File: src/rtl/gauss_filter_pipe.sv
// Pipelined symmetric Gaussian FIR over a bipolar upsampled bit stream, with tail flush.
// Optional: define GAUSS_FILTER_SATURATE_EN to clamp the output instead of wrapping it.
module gauss_filter_pipe #(
    parameter int NUM_TAP   = 17,
    parameter int COEF_W    = 6,
    parameter int OUT_W     = 8,
    parameter int OUT_SHIFT = 0
) (
    input  logic                     clk,
    input  logic                     rst_n,
    input  logic                     tap_we,
    input  logic [4:0]               tap_addr,
    input  logic signed [COEF_W-1:0] tap_wdata,
    input  logic                     in_bit,
    input  logic                     in_valid,
    input  logic                     in_last,
    output logic                     in_ready,
    output logic signed [OUT_W-1:0]  out_data,
    output logic                     out_valid,
    output logic                     out_last
);
    localparam int C      = (NUM_TAP - 1) / 2;
    localparam int HIST_W = (NUM_TAP > 1) ? NUM_TAP - 1 : 1;
    localparam int SUM_W  = COEF_W + 5;
    localparam int EXT_W  = ((SUM_W > OUT_W) ? SUM_W : OUT_W) + 1;

    typedef enum logic [1:0] {IDLE, RUN, FLUSH} state_t;

    state_t                   state, state_nxt;
    logic [4:0]               flush_cnt, flush_cnt_nxt;
    logic [HIST_W-1:0]        hist, hist_nxt;
    logic signed [COEF_W-1:0] coef [0:C];
    logic [NUM_TAP-1:0]       tap_bits;

    logic                     bit_p0, vld_p0, last_p0;
    logic signed [SUM_W-1:0]  psum_lo_p0, psum_hi_p0;
    logic signed [SUM_W-1:0]  psum_lo_p1, psum_hi_p1;
    logic                     vld_p1, last_p1;
    logic signed [SUM_W-1:0]  sum_p1;
    logic signed [OUT_W-1:0]  data_p2;
    logic                     vld_p2, last_p2;

    function automatic logic signed [SUM_W-1:0] signed_term(
        input logic                     b,
        input logic signed [COEF_W-1:0] c
    );
        logic signed [SUM_W-1:0] mag;
        mag = SUM_W'(c);
        return b ? mag : -mag;
    endfunction

    function automatic logic signed [OUT_W-1:0] reduce_sum(input logic signed [SUM_W-1:0] s);
        logic signed [EXT_W-1:0] x;
`ifdef GAUSS_FILTER_SATURATE_EN
        logic signed [EXT_W-1:0] hi, lo;
        x  = EXT_W'(s);
        hi = (EXT_W'(1) << (OUT_W - 1)) - EXT_W'(1);
        lo = ~hi;
        if (x > hi)
            x = hi;
        else if (x < lo)
            x = lo;
`else
        x = EXT_W'(s);
`endif
        return x[OUT_W-1:0];
    endfunction

    always_ff @(posedge clk or negedge rst_n) begin
        if (!rst_n) begin
            for (int i = 0; i <= C; i++) coef[i] <= '0;
        end else if (tap_we) begin
            for (int i = 0; i <= C; i++)
                if (tap_addr == 5'(i)) coef[i] <= tap_wdata;
        end
    end

    // Stage 0: sample selection (external input or flush injection of the last bit)
    always_comb begin
        state_nxt     = state;
        flush_cnt_nxt = flush_cnt;
        in_ready      = 1'b1;
        vld_p0        = 1'b0;
        last_p0       = 1'b0;
        bit_p0        = in_bit;
        case (state)
            FLUSH: begin
                in_ready      = 1'b0;
                vld_p0        = 1'b1;
                bit_p0        = hist[0];
                flush_cnt_nxt = flush_cnt - 5'd1;
                if (flush_cnt == 5'd1) begin
                    last_p0   = 1'b1;
                    state_nxt = IDLE;
                end
            end
            default: begin
                if (in_valid) begin
                    vld_p0 = 1'b1;
                    if (!in_last) begin
                        state_nxt = RUN;
                    end else if (C == 0) begin
                        last_p0   = 1'b1;
                        state_nxt = IDLE;
                    end else begin
                        state_nxt     = FLUSH;
                        flush_cnt_nxt = 5'(C);
                    end
                end
            end
        endcase
    end

    always_comb begin
        tap_bits    = '0;
        tap_bits[0] = bit_p0;
        for (int k = 1; k < NUM_TAP; k++) tap_bits[k] = hist[k-1];
        hist_nxt    = '0;
        hist_nxt[0] = bit_p0;
        for (int i = 1; i < HIST_W; i++) hist_nxt[i] = hist[i-1];
    end

    // Folded symmetric taps: the upper half reuses the mirrored coefficient
    always_comb begin
        psum_lo_p0 = '0;
        psum_hi_p0 = '0;
        for (int k = 0; k <= C; k++)
            psum_lo_p0 = psum_lo_p0 + signed_term(tap_bits[k], coef[k]);
        for (int k = C + 1; k < NUM_TAP; k++)
            psum_hi_p0 = psum_hi_p0 + signed_term(tap_bits[k], coef[NUM_TAP-1-k]);
    end

    always_ff @(posedge clk or negedge rst_n) begin
        if (!rst_n) begin
            state     <= IDLE;
            flush_cnt <= '0;
            hist      <= '0;
        end else begin
            state     <= state_nxt;
            flush_cnt <= flush_cnt_nxt;
            if (vld_p0) hist <= hist_nxt;
        end
    end

    // Stage 1: registered partial sums
    always_ff @(posedge clk or negedge rst_n) begin
        if (!rst_n) begin
            psum_lo_p1 <= '0;
            psum_hi_p1 <= '0;
            vld_p1     <= 1'b0;
            last_p1    <= 1'b0;
        end else begin
            vld_p1  <= vld_p0;
            last_p1 <= last_p0;
            if (vld_p0) begin
                psum_lo_p1 <= psum_lo_p0;
                psum_hi_p1 <= psum_hi_p0;
            end
        end
    end

    assign sum_p1 = (psum_lo_p1 + psum_hi_p1) >>> OUT_SHIFT;

    // Stage 2: scaled, width-reduced output
    always_ff @(posedge clk or negedge rst_n) begin
        if (!rst_n) begin
            data_p2 <= '0;
            vld_p2  <= 1'b0;
            last_p2 <= 1'b0;
        end else begin
            vld_p2  <= vld_p1;
            last_p2 <= last_p1;
            if (vld_p1) data_p2 <= reduce_sum(sum_p1);
        end
    end

    assign out_data  = data_p2;
    assign out_valid = vld_p2;
    assign out_last  = last_p2;

endmodule

File: config.mk
export PLATFORM = sky130hd
export DESIGN_NAME = gauss_filter_pipe
export DESIGN_NICKNAME = d
export VERILOG_FILES = /design/src/rtl/gauss_filter_pipe.sv
export SDC_FILE = /design/constraint.sdc
export NUM_CORES = 1
export LEC_CHECK = 0
export ABC_AREA = 1
export CORE_MARGIN = 3
export CORE_UTILIZATION = 44
export DETAILED_ROUTE_END_ITERATION = 16
export DONT_BUFFER_PORTS = 1
export GPL_TIMING_DRIVEN = 0
export PLACE_DENSITY_LB_ADDON = 0.08
export REMOVE_ABC_BUFFERS = 1
export SKIP_CTS_REPAIR_TIMING = 1
export SYNTH_ARGS = -nofsm -noshare
export SYNTH_HDL_FRONTEND = slang
export SYNTH_SLANG_ARGS = --single-unit
export TNS_END_PERCENT = 5
File: constraint.sdc
create_clock -name clk -period 11.4 [get_ports clk]
set_clock_uncertainty 0.15 [all_clocks]
set_input_delay 0.57 -clock clk [delete_from_list [all_inputs] [get_ports clk]]
set_output_delay 0.57 -clock clk [all_outputs]
set_load 0.02 [all_outputs]
==> results_dict.tcl <==
set metrics [dict create \
    status "complete, but fails checks" \
    violations "hold timing" \
    tightest_slew_ns 0.631 \
    synthFlopType "dfrtp_1" \
    cp.required_ns 11.50 \
    wl_per_cell_um 15.8 \
    grt-ovfl-total 0 \
    first_pass_iters 5 \
    viasPerCell 4.97 \
    arrival_ns 5.69 \
    critPathKind "flip-flop to flip-flop" \
    fmax_mhz 179 \
    io_pins 28 \
    yosys.cell_types.count 36 \
    min_path_type "primary input to async pin" \
    drv_slew 0 \
    hold_slack_ns -0.00421 \
    endpoint_kind "flip-flop" \
    start_util 0.456 \
    startpoint_type "flip-flop" \
    yosys-top-cells-area "dfrtp_1, fa_1, nand2_1, o21ai_0, inv_1" \
    num_rows 51 \
    postSynth.asyncResetShare 1.00 \
    clk_path_buf_depth 2 \
    num_antenna_cells 0 \
    maxCapViolations 0 \
    grt_pass1_vias 6854 \
    slew-limit-headroom 0.579 \
    netlist_top_cells_count "nand2_1, inv_1, o21ai_0, dfrtp_1, fa_1" \
    numCtsBuffers 9 \
    vias 7134 \
    htree_levels 3 \
    final_nets 1305 \
    dp_hpwl_um 18300 \
    gp_congestion 0.902 \
    use_met3 0.0267 \
    fin_crit_sh 0.491 \
    hold_violations 4 \
    synth_top_area_frac 0.291 \
    utilization 0.486 \
    grt_pass1_wl_um 37100 \
    antenna_found_initial 1 \
    die_h_um 149 \
    core_sq_mm 0.0198 \
    drt-initial-drc-count 422 \
    synth_warnings 0 \
    crit_path_max_fanout 5 \
    cts_sinks 105 \
    ys_seq_area_frac 0.291 \
    antenna_left 0 \
    rsz0062_at_grt "false" \
    cts_tree "yes" \
    fin_tns_setup_ns 0 \
    finalCriticalPeriod_ns 5.59 \
    synth-edff-count 0 \
    postSynthAreaPerCell_sq_um 7.66 \
    use_met1 0.313 \
    top_usage_layer "met2" \
    routed_wl_um 22700 \
    portBuffers 0 \
    globalRouteMet2Util 0.359 \
    grt_max_degree 106 \
    layout-drive-gt1-share 0.0385 \
    drc 0 \
    area_growth_pct 6.60 \
    setup_viol 0 \
    insertion_delay_ns 0.36 \
    grtUsageTotal 0.218 \
    yosysMostFrequentCell "nand2_1" \
    cts-root-buf "clkbuf_16" \
    die_area_sq_mm 0.0223 \
    ys_seq_elements 105 \
    synth_area_sq_mm 0.00904 \
    netlist_instances 1180 \
    fp.dieW_um 149 \
    yosysTopAreaCell "dfrtp_1" \
    clk_pin_slew_worst_paths_ns 0.07 \
]
cells by family after synthesis:
family	after synthesis	share of synthesized area
flops	105	0.291
simple gates	445	0.201
xor+xnor	39	0.0386
compound gates	217	0.124
buf+inv	252	0.107
fa+ha+maj	122	0.239
flip-flops by register name, summed over array words and instances (netlist names):
register / count
out_valid: 1
out_data: 8
psum_hi_p1: 8
state: 2
hist: 16
vld_p1: 1
coef: 54
psum_lo_p1: 8
last_p1: 1
flush_cnt: 5
out_last: 1
layout make-up:
cell class              count  area, sq um
inverters                 225          847
clock inverters             4         76.3
flip-flops and latches    105         2630
clock buffers              11          243
fillers                  1956        10200
well taps                 265          332
repair buffers              2         55.1
multi-input cells         823         5460
critical path: stages, from the launching register on:
cell and delay (ns):
dfrtp_1 0.54, inv_1 0.11, ha_1 0.14, inv_1 0.04
nor2_1 0.17, inv_1 0.08, o21ai_0 0.16, nand2_1 0.08
nand2_1 0.06, o21ai_0 0.18, fa_1 0.63, inv_1 0.06
fa_1 0.47, fa_1 0.54, inv_1 0.05, fa_1 0.54
inv_1 0.05, ha_1 0.36, a21o_1 0.20, nand2_1 0.06
nand3_1 0.11, xor2_2 0.23, xor2_1 0.16, nand2_1 0.08
nand2_1 0.06, nand2_1 0.04, nand3_1 0.06, nand2_1 0.06
cell usage in the layout, fill, tap and decap left out, drive strengths merged, types with 5 or more instances in the layout:
master and count:
nor2 46, nor3 5, nand3b 5, inv 225, or2 6, fa 85
a31oi 5, dfrtp 105, clkbuf 11, ha 37, nand2 343, xor2 23
nand3 37, o21ai 182, xnor2 16, a21oi 23
worst paths after layout:
path / startpoint / to / slack, ns / cells after the start
max reg2reg: coef[30] / psum_lo_p1[7] / 5.81 / 27
max: coef[30] / psum_lo_p1[7] / 5.81 / 27
min: rst_n / flush_cnt[2] / -0.004 / 1
max in group asynchronous: rst_n / coef[10] / 10.68 / 1
min reg2reg: last_p1 / out_last / 0.20 / 0
min in group clk: in_bit / hist[0] / 0.20 / 2
metal layers:
metal / routed length (um) / up-vias
li1: - / 3601
met4: 257 / 0
met2: 10600 / 160
met3: 835 / 15
met1: 11000 / 3358
met5: 0 / -
stage by stage:
step | area, sq um | std cells | setup WS (ns)
finish | 9640 | 1435 | 5.81
global route | 9640 | 1435 | 5.40
detailed placement | 9290 | 1419 | 5.84
floorplan | 8930 | 1153 | 6.40
CTS | 9610 | 1434 | 5.80
global placement | 9260 | 1418 | 5.83
Power is not shown: default switching activity piles up to over one toggle a cycle in this logic, so the estimate is an artifact.
